--- config.mk ---
export PLATFORM = sky130hd
export DESIGN_NAME = condunit_banked
export DESIGN_NICKNAME = d
export VERILOG_FILES = /design/src/rtl/condunit_banked.sv
export SDC_FILE = /design/constraint.sdc
export NUM_CORES = 1
export LEC_CHECK = 0
export BUFFER_PORTS_ARGS = -buffer_cell sky130_fd_sc_hd__buf_2
export CORE_AREA = 2 2 132 134
export DETAILED_ROUTE_END_ITERATION = 10
export DIE_AREA = 0 0 134 136
export PLACE_DENSITY = 0.74
export SLEW_MARGIN = 10
export SYNTH_ARGS = -nofsm -noshare
export SYNTH_HDL_FRONTEND = slang
export SYNTH_SLANG_ARGS = --single-unit
--- constraint.sdc ---
create_clock -name clk -period 3.3 [get_ports clk]
set_clock_uncertainty 0.05 [all_clocks]
set_input_delay 0.495 -clock clk [delete_from_list [all_inputs] [get_ports clk]]
set_output_delay 0.495 -clock clk [all_outputs]
set_load 0.01 [all_outputs]
--- src/rtl/condunit_banked.sv ---
// condunit_banked
// ---------------------------------------------------------------------------
// Conditional-execution unit with NCTX banked NZCV flag registers.
// The condition field is evaluated against the stored flags of the selected
// context (no forwarding from ALUFlags). The result gates the PC, register
// file and memory write enables. Flags are written in two independent groups
// (N,Z and C,V). Each context also has a pair of saturating debug counters
// that count executed and skipped instructions.
//
// Ports
//   clk       in   core clock, state updates on rising edge
//   reset     in   asynchronous active-low reset of all banks and counters
//   en        in   instruction valid; gates flag and counter updates
//   ctx       in   context select (values >= NCTX are a no-op)
//   Cond      in   4-bit condition field
//   ALUFlags  in   {N,Z,C,V} from the current instruction
//   FlagW     in   [1] write N,Z group, [0] write C,V group
//   PCS       in   decoder PC write
//   RegW      in   decoder register-file write
//   MemW      in   decoder memory write
//   NoWrite   in   compare-type instruction, suppresses RegWrite
//   cnt_clr   in   synchronous clear of both counters of ctx (ignores en)
//   CondEx    out  condition result (combinational)
//   PCSrc     out  PCS & CondEx
//   RegWrite  out  RegW & CondEx & ~NoWrite
//   MemWrite  out  MemW & CondEx
//   Flags     out  stored {N,Z,C,V} of ctx
//   ExecCnt   out  executed-instruction count of ctx
//   SkipCnt   out  skipped-instruction count of ctx
// ---------------------------------------------------------------------------
module condunit_banked #(
  parameter int NCTX     = 4,
  parameter int CNT_W    = 16,
  parameter bit NEVER_EN = 1'b1,
  parameter int CTX_W    = (NCTX > 1) ? $clog2(NCTX) : 1
) (
  input  logic             clk,
  input  logic             reset,
  input  logic             en,
  input  logic [CTX_W-1:0] ctx,
  input  logic [3:0]       Cond,
  input  logic [3:0]       ALUFlags,
  input  logic [1:0]       FlagW,
  input  logic             PCS,
  input  logic             RegW,
  input  logic             MemW,
  input  logic             NoWrite,
  input  logic             cnt_clr,
  output logic             CondEx,
  output logic             PCSrc,
  output logic             RegWrite,
  output logic             MemWrite,
  output logic [3:0]       Flags,
  output logic [CNT_W-1:0] ExecCnt,
  output logic [CNT_W-1:0] SkipCnt
);

  localparam logic [CNT_W-1:0] CNT_MAX = {CNT_W{1'b1}};

  // Full condition table. Code 4'b1111 is either "never" or the legacy
  // second "always" encoding, selected at elaboration time.
  function automatic logic cond_eval(input logic [3:0] cond,
                                     input logic [3:0] f,
                                     input logic       never_en);
    logic n, z, c, v;
    logic r;
    n = f[3];
    z = f[2];
    c = f[1];
    v = f[0];
    case (cond)
      4'b0000: r = z;
      4'b0001: r = ~z;
      4'b0010: r = c;
      4'b0011: r = ~c;
      4'b0100: r = n;
      4'b0101: r = ~n;
      4'b0110: r = v;
      4'b0111: r = ~v;
      4'b1000: r = c & ~z;
      4'b1001: r = ~(c & ~z);
      4'b1010: r = (n == v);
      4'b1011: r = (n != v);
      4'b1100: r = ~z & (n == v);
      4'b1101: r = ~(~z & (n == v));
      4'b1110: r = 1'b1;
      4'b1111: r = ~never_en;
      default: r = 1'b0;
    endcase
    return r;
  endfunction

  logic [3:0]       flags_r [NCTX];
  logic [CNT_W-1:0] exec_r  [NCTX];
  logic [CNT_W-1:0] skip_r  [NCTX];

  logic [CTX_W-1:0] idx_s;
  logic             ctx_valid_s;
  logic [3:0]       sel_flags_s;
  logic             cond_ex_s;
  logic [CNT_W-1:0] sel_exec_s;
  logic [CNT_W-1:0] sel_skip_s;

  // With a single context the select input is ignored entirely.
  assign idx_s       = (NCTX == 1) ? {CTX_W{1'b0}} : ctx;
  assign ctx_valid_s = (NCTX == 1) ? 1'b1 : (int'(ctx) < NCTX);

  // Read side: an illegal context reads as all-zero flags and counters and
  // never executes.
  always_comb begin
    sel_flags_s = 4'b0000;
    sel_exec_s  = {CNT_W{1'b0}};
    sel_skip_s  = {CNT_W{1'b0}};
    cond_ex_s   = 1'b0;
    if (ctx_valid_s) begin
      sel_flags_s = flags_r[idx_s];
      sel_exec_s  = exec_r[idx_s];
      sel_skip_s  = skip_r[idx_s];
      cond_ex_s   = cond_eval(Cond, flags_r[idx_s], NEVER_EN);
    end else begin
      sel_flags_s = 4'b0000;
      sel_exec_s  = {CNT_W{1'b0}};
      sel_skip_s  = {CNT_W{1'b0}};
      cond_ex_s   = 1'b0;
    end
  end

  assign CondEx   = cond_ex_s;
  assign PCSrc    = PCS & cond_ex_s;
  assign RegWrite = RegW & cond_ex_s & ~NoWrite;
  assign MemWrite = MemW & cond_ex_s;
  assign Flags    = sel_flags_s;
  assign ExecCnt  = sel_exec_s;
  assign SkipCnt  = sel_skip_s;

  // Flag banks: only an executed instruction on a legal context writes, and
  // the two groups are loaded independently.
  always_ff @(posedge clk or negedge reset) begin
    if (!reset) begin
      for (int i = 0; i < NCTX; i++) begin
        flags_r[i] <= 4'b0000;
      end
    end else if (en && cond_ex_s) begin
      if (FlagW[1]) begin
        flags_r[idx_s][3:2] <= ALUFlags[3:2];
      end
      if (FlagW[0]) begin
        flags_r[idx_s][1:0] <= ALUFlags[1:0];
      end
    end
  end

  // Debug counters: clear wins over an increment and works without en;
  // increments saturate instead of wrapping.
  always_ff @(posedge clk or negedge reset) begin
    if (!reset) begin
      for (int i = 0; i < NCTX; i++) begin
        exec_r[i] <= {CNT_W{1'b0}};
        skip_r[i] <= {CNT_W{1'b0}};
      end
    end else if (cnt_clr && ctx_valid_s) begin
      exec_r[idx_s] <= {CNT_W{1'b0}};
      skip_r[idx_s] <= {CNT_W{1'b0}};
    end else if (en && ctx_valid_s) begin
      if (cond_ex_s) begin
        if (exec_r[idx_s] != CNT_MAX) begin
          exec_r[idx_s] <= exec_r[idx_s] + CNT_W'(1);
        end
      end else begin
        if (skip_r[idx_s] != CNT_MAX) begin
          skip_r[idx_s] <= skip_r[idx_s] + CNT_W'(1);
        end
      end
    end
  end

endmodule

==> out/metrics.yaml <==
outcome: "completed"
drive_gt1_share_pct: 23.9
synth_top_cell_area_share_pct: 41.0
reported_leakage_power_uw: 0.00448
synth_cell_type_count: 58
insertion_delay_ns: 0.43
antenna_cells_inserted: 0
layout_worst_path_cycle_share_pct: 96.9
timing.hold.worst.class: "in -> reg"
numClockSinks: 144
remaining_number_of_nets_flagged_by_the_antenna_check_after_routing: 0
cp_slowest_cell: "sky130_fd_sc_hd__mux4_2"
cts.reportedPaths.clkPinSlew_ns: 0.06
postSynthRegisterBits: 144
synthesis.area_per_instance_um2: 9.76
final_max_slew_viols: 0
synthTopCellsByCount: "sky130_fd_sc_hd__dfrtp_1 (144), sky130_fd_sc_hd__nand2_1 (130), sky130_fd_sc_hd__nand3_1 (91)"
place.gp.congestion: 0.857
post-synth-top-area-cell: "sky130_fd_sc_hd__dfrtp_1"
timing.critical_path.arrival_ns: 2.65
layout_setup_ws_ns: 0.101
vias: 7780
initial_utilization_pct: 52.0
fin_crit_ns: 3.20
netlist_area_um2: 8780
routedWlPerCell_um: 20.0
floorplan.die_area_um2: 18200
cts.root.buffer_cell: "sky130_fd_sc_hd__clkbuf_16"
drt_drc_violations_left: 0
timing.final.setup_violations: 0
place.detailed.hpwl_mm: 16.0
async_reset_ff_share_pct: 100
tritoncts: "done"
route.final.wire_length_mm: 24.2
synth.yosys.seq_area_share_pct: 41.0
synth-main-ff-cell: "sky130_fd_sc_hd__dfrtp_1"
core.rowCount: 48
global_route.overflow_total: 0
cts.path.max_buffers: 2
endpoint_kind: "output pin"
cp.required_ns: 2.75
dominant_cells_by_area_after_synthesis: "sky130_fd_sc_hd__dfrtp_1 (41%), sky130_fd_sc_hd__mux4_2 (8.2%), sky130_fd_sc_hd__o211ai_1 (6.0%), sky130_fd_sc_hd__nand2_1 (5.6%), sky130_fd_sc_hd__nand3_1 (5.2%)"
io_pins: 60
synthesis.instances: 899
setup_tns_ns: 0
detailedRoute.firstPassIterationCount: 7
grt_pass1_vias: 7403
power_density_nw_per_um2: 670
num-fill-cells: 1378
finalNetCount: 1002
pre_cts_slack_ns: -0.0298
via_per_inst: 6.41
number_of_max_capacitance_violations_reported: 0
rr_endpoint: "skip_r[50]"
synth-edff-count: 0
syn2layout_area_growth_pct: 16.3
cts_inserted_buffers: 17
critical_path.cell_chain: "mux4_2 > and3_1 > o21ai_1 > a21oi_1 > a211o_2 > or2_4 > and3b_1 > buf_2"
cts_htree_levels: 4
initial_antenna_violation_count: 0
pin_count_of_the_biggest_net_entering_global_routing: 75
fmax_mhz: 313
critPathLaunchType: "flop"
peakVddDrop_uv: 405
first_iter_violations: 751
worstMarginPinSlew_ns: 0.648
hold_viol_final: 0
setup.worst_path.start: "flags_r[6]"
placed_cell_area_um2: 9670
synth_fp_nets: 921
floorplan.die.width_um: 134
r2r_setup_slack_ns: 0.34
yosys_warnings: 0
floorplan.core_area_um2: 16900
wire_length_of_the_first_global_routing_pass_mm: 38.8
quantity_of_i_o_buffers_inserted_on_ports: 59
grt.total_usage_pct: 27.1
synth_most_common_cell: "sky130_fd_sc_hd__dfrtp_1"
die_h_um: 136
post-route-cell-area_um2: 10200
max-slew-margin-rel_pct: 56.8
critPathCapture: "RegWrite"
worstReg2RegStart: "flags_r[6]"
critPathMaxFanout: 5
rr_worst_depth: 11
slowest_delay_ns: 0.49
timing_worst_setup_path_type: "reg -> out"
-- report_power, final --
group / total (uW) / internal (uW) / switching [uW]
clock: 1720 / 997 / 724
sequential: 2620 / 2240 / 383
combinational: 2510 / 1170 / 1330
total: 6850 / 4400 / 2440
-- layer usage --
layer	vias up	routed length (um)	track usage, %
met1	3826	10200	37.4
met5	-	0	0
li1	3512	-	-
met2	394	11700	43.2
met3	48	1900	5.00
met4	0	506	9.46
-- stage by stage --
stage	std cells	util [%]	power (uW)	hold WS, ns
after floorplan	899	-	4250	0.149
after global placement	1182	57.3	5010	0.375
after detailed placement	1182	57.3	5100	0.377
after CTS	1212	60.4	6840	0.284
after global routing	1214	60.5	7220	0.309
final	1214	60.5	6850	0.296
-- area by class of cell --
class	count	area [um2]	share of cell area, %
Clock buffer	22	474	4.64
Clock inverter	6	37.5	0.368
Inverter	19	71.3	0.698
Multi-Input combinational cell	651	4690	46.0
Sequential cell	144	3600	35.3
Tap cell	225	282	2.76
Timing Repair Buffer	147	1050	10.3
-- sequential cells by signal (all words and copies together) (netlist names) --
signal	count
flags_r	16
exec_r	64
skip_r	64
-- kinds of logic after synthesis --
| logic type | count (synthesis) | synth area share, % |
|---|---|---|
| AOI/OAI and AO/OA | 154 | 13.1 |
| xor gates and xnor gates | 35 | 3.49 |
| adders and majority gates | 2 | 0.285 |
| buffers and inverters | 104 | 5.86 |
| DFF | 144 | 41.0 |
| muxes | 81 | 14.8 |
| and+or+nand+nor | 379 | 21.5 |
-- cells in the final DEF, fill, tap and decap left out, types with 7 or more instances in the layout --
master,n
sky130_fd_sc_hd__dfrtp_1,144
sky130_fd_sc_hd__nand2_1,130
sky130_fd_sc_hd__nand3_1,90
sky130_fd_sc_hd__buf_4,80
sky130_fd_sc_hd__o211ai_1,70
sky130_fd_sc_hd__buf_2,58
sky130_fd_sc_hd__nand4_1,55
sky130_fd_sc_hd__nor2_1,45
sky130_fd_sc_hd__mux4_2,32
sky130_fd_sc_hd__mux2i_1,29
sky130_fd_sc_hd__o21ai_1,25
sky130_fd_sc_hd__xnor2_1,25
sky130_fd_sc_hd__inv_1,18
sky130_fd_sc_hd__clkbuf_16,17
sky130_fd_sc_hd__mux2_2,16
sky130_fd_sc_hd__o311ai_0,12
sky130_fd_sc_hd__a32o_1,12
sky130_fd_sc_hd__and2_1,11
sky130_fd_sc_hd__nand3b_1,10
sky130_fd_sc_hd__xor2_1,10
sky130_fd_sc_hd__o21ai_0,8
sky130_fd_sc_hd__buf_12,7
-- repair_timing --
item,in CTS,in global routing
hold buffers,1,0
setup buffers,1,2
hold endpoints to repair,37,0
gates resized for setup,1,0
setup endpoints to repair,3,1
gates cloned,0,0
pin swaps,2,1
-- worst max-delay path: cells and delay by family, from the launching register on --
family | cells | cell delay, ns
mux | 1 | 0.49
flops | 1 | 0.40
simple gates | 3 | 0.62
compound gates | 3 | 0.59
buf+inv | 1 | 0.13
-- how the worst min path moves through the flow --
stage / from / endpoint / slack [ns] / cells past startpoint
after floorplan: reset / exec_r[0] / 0.15 / 0
after global placement: reset / skip_r[26] / 0.38 / 1
after detailed placement: reset / flags_r[6] / 0.38 / 1
after CTS: ALUFlags[2] / flags_r[2] / 0.28 / 2
after global routing: ALUFlags[3] / flags_r[15] / 0.31 / 2
final: ALUFlags[2] / flags_r[2] / 0.30 / 2
Note: power is estimated with default switching activity, not from simulation.
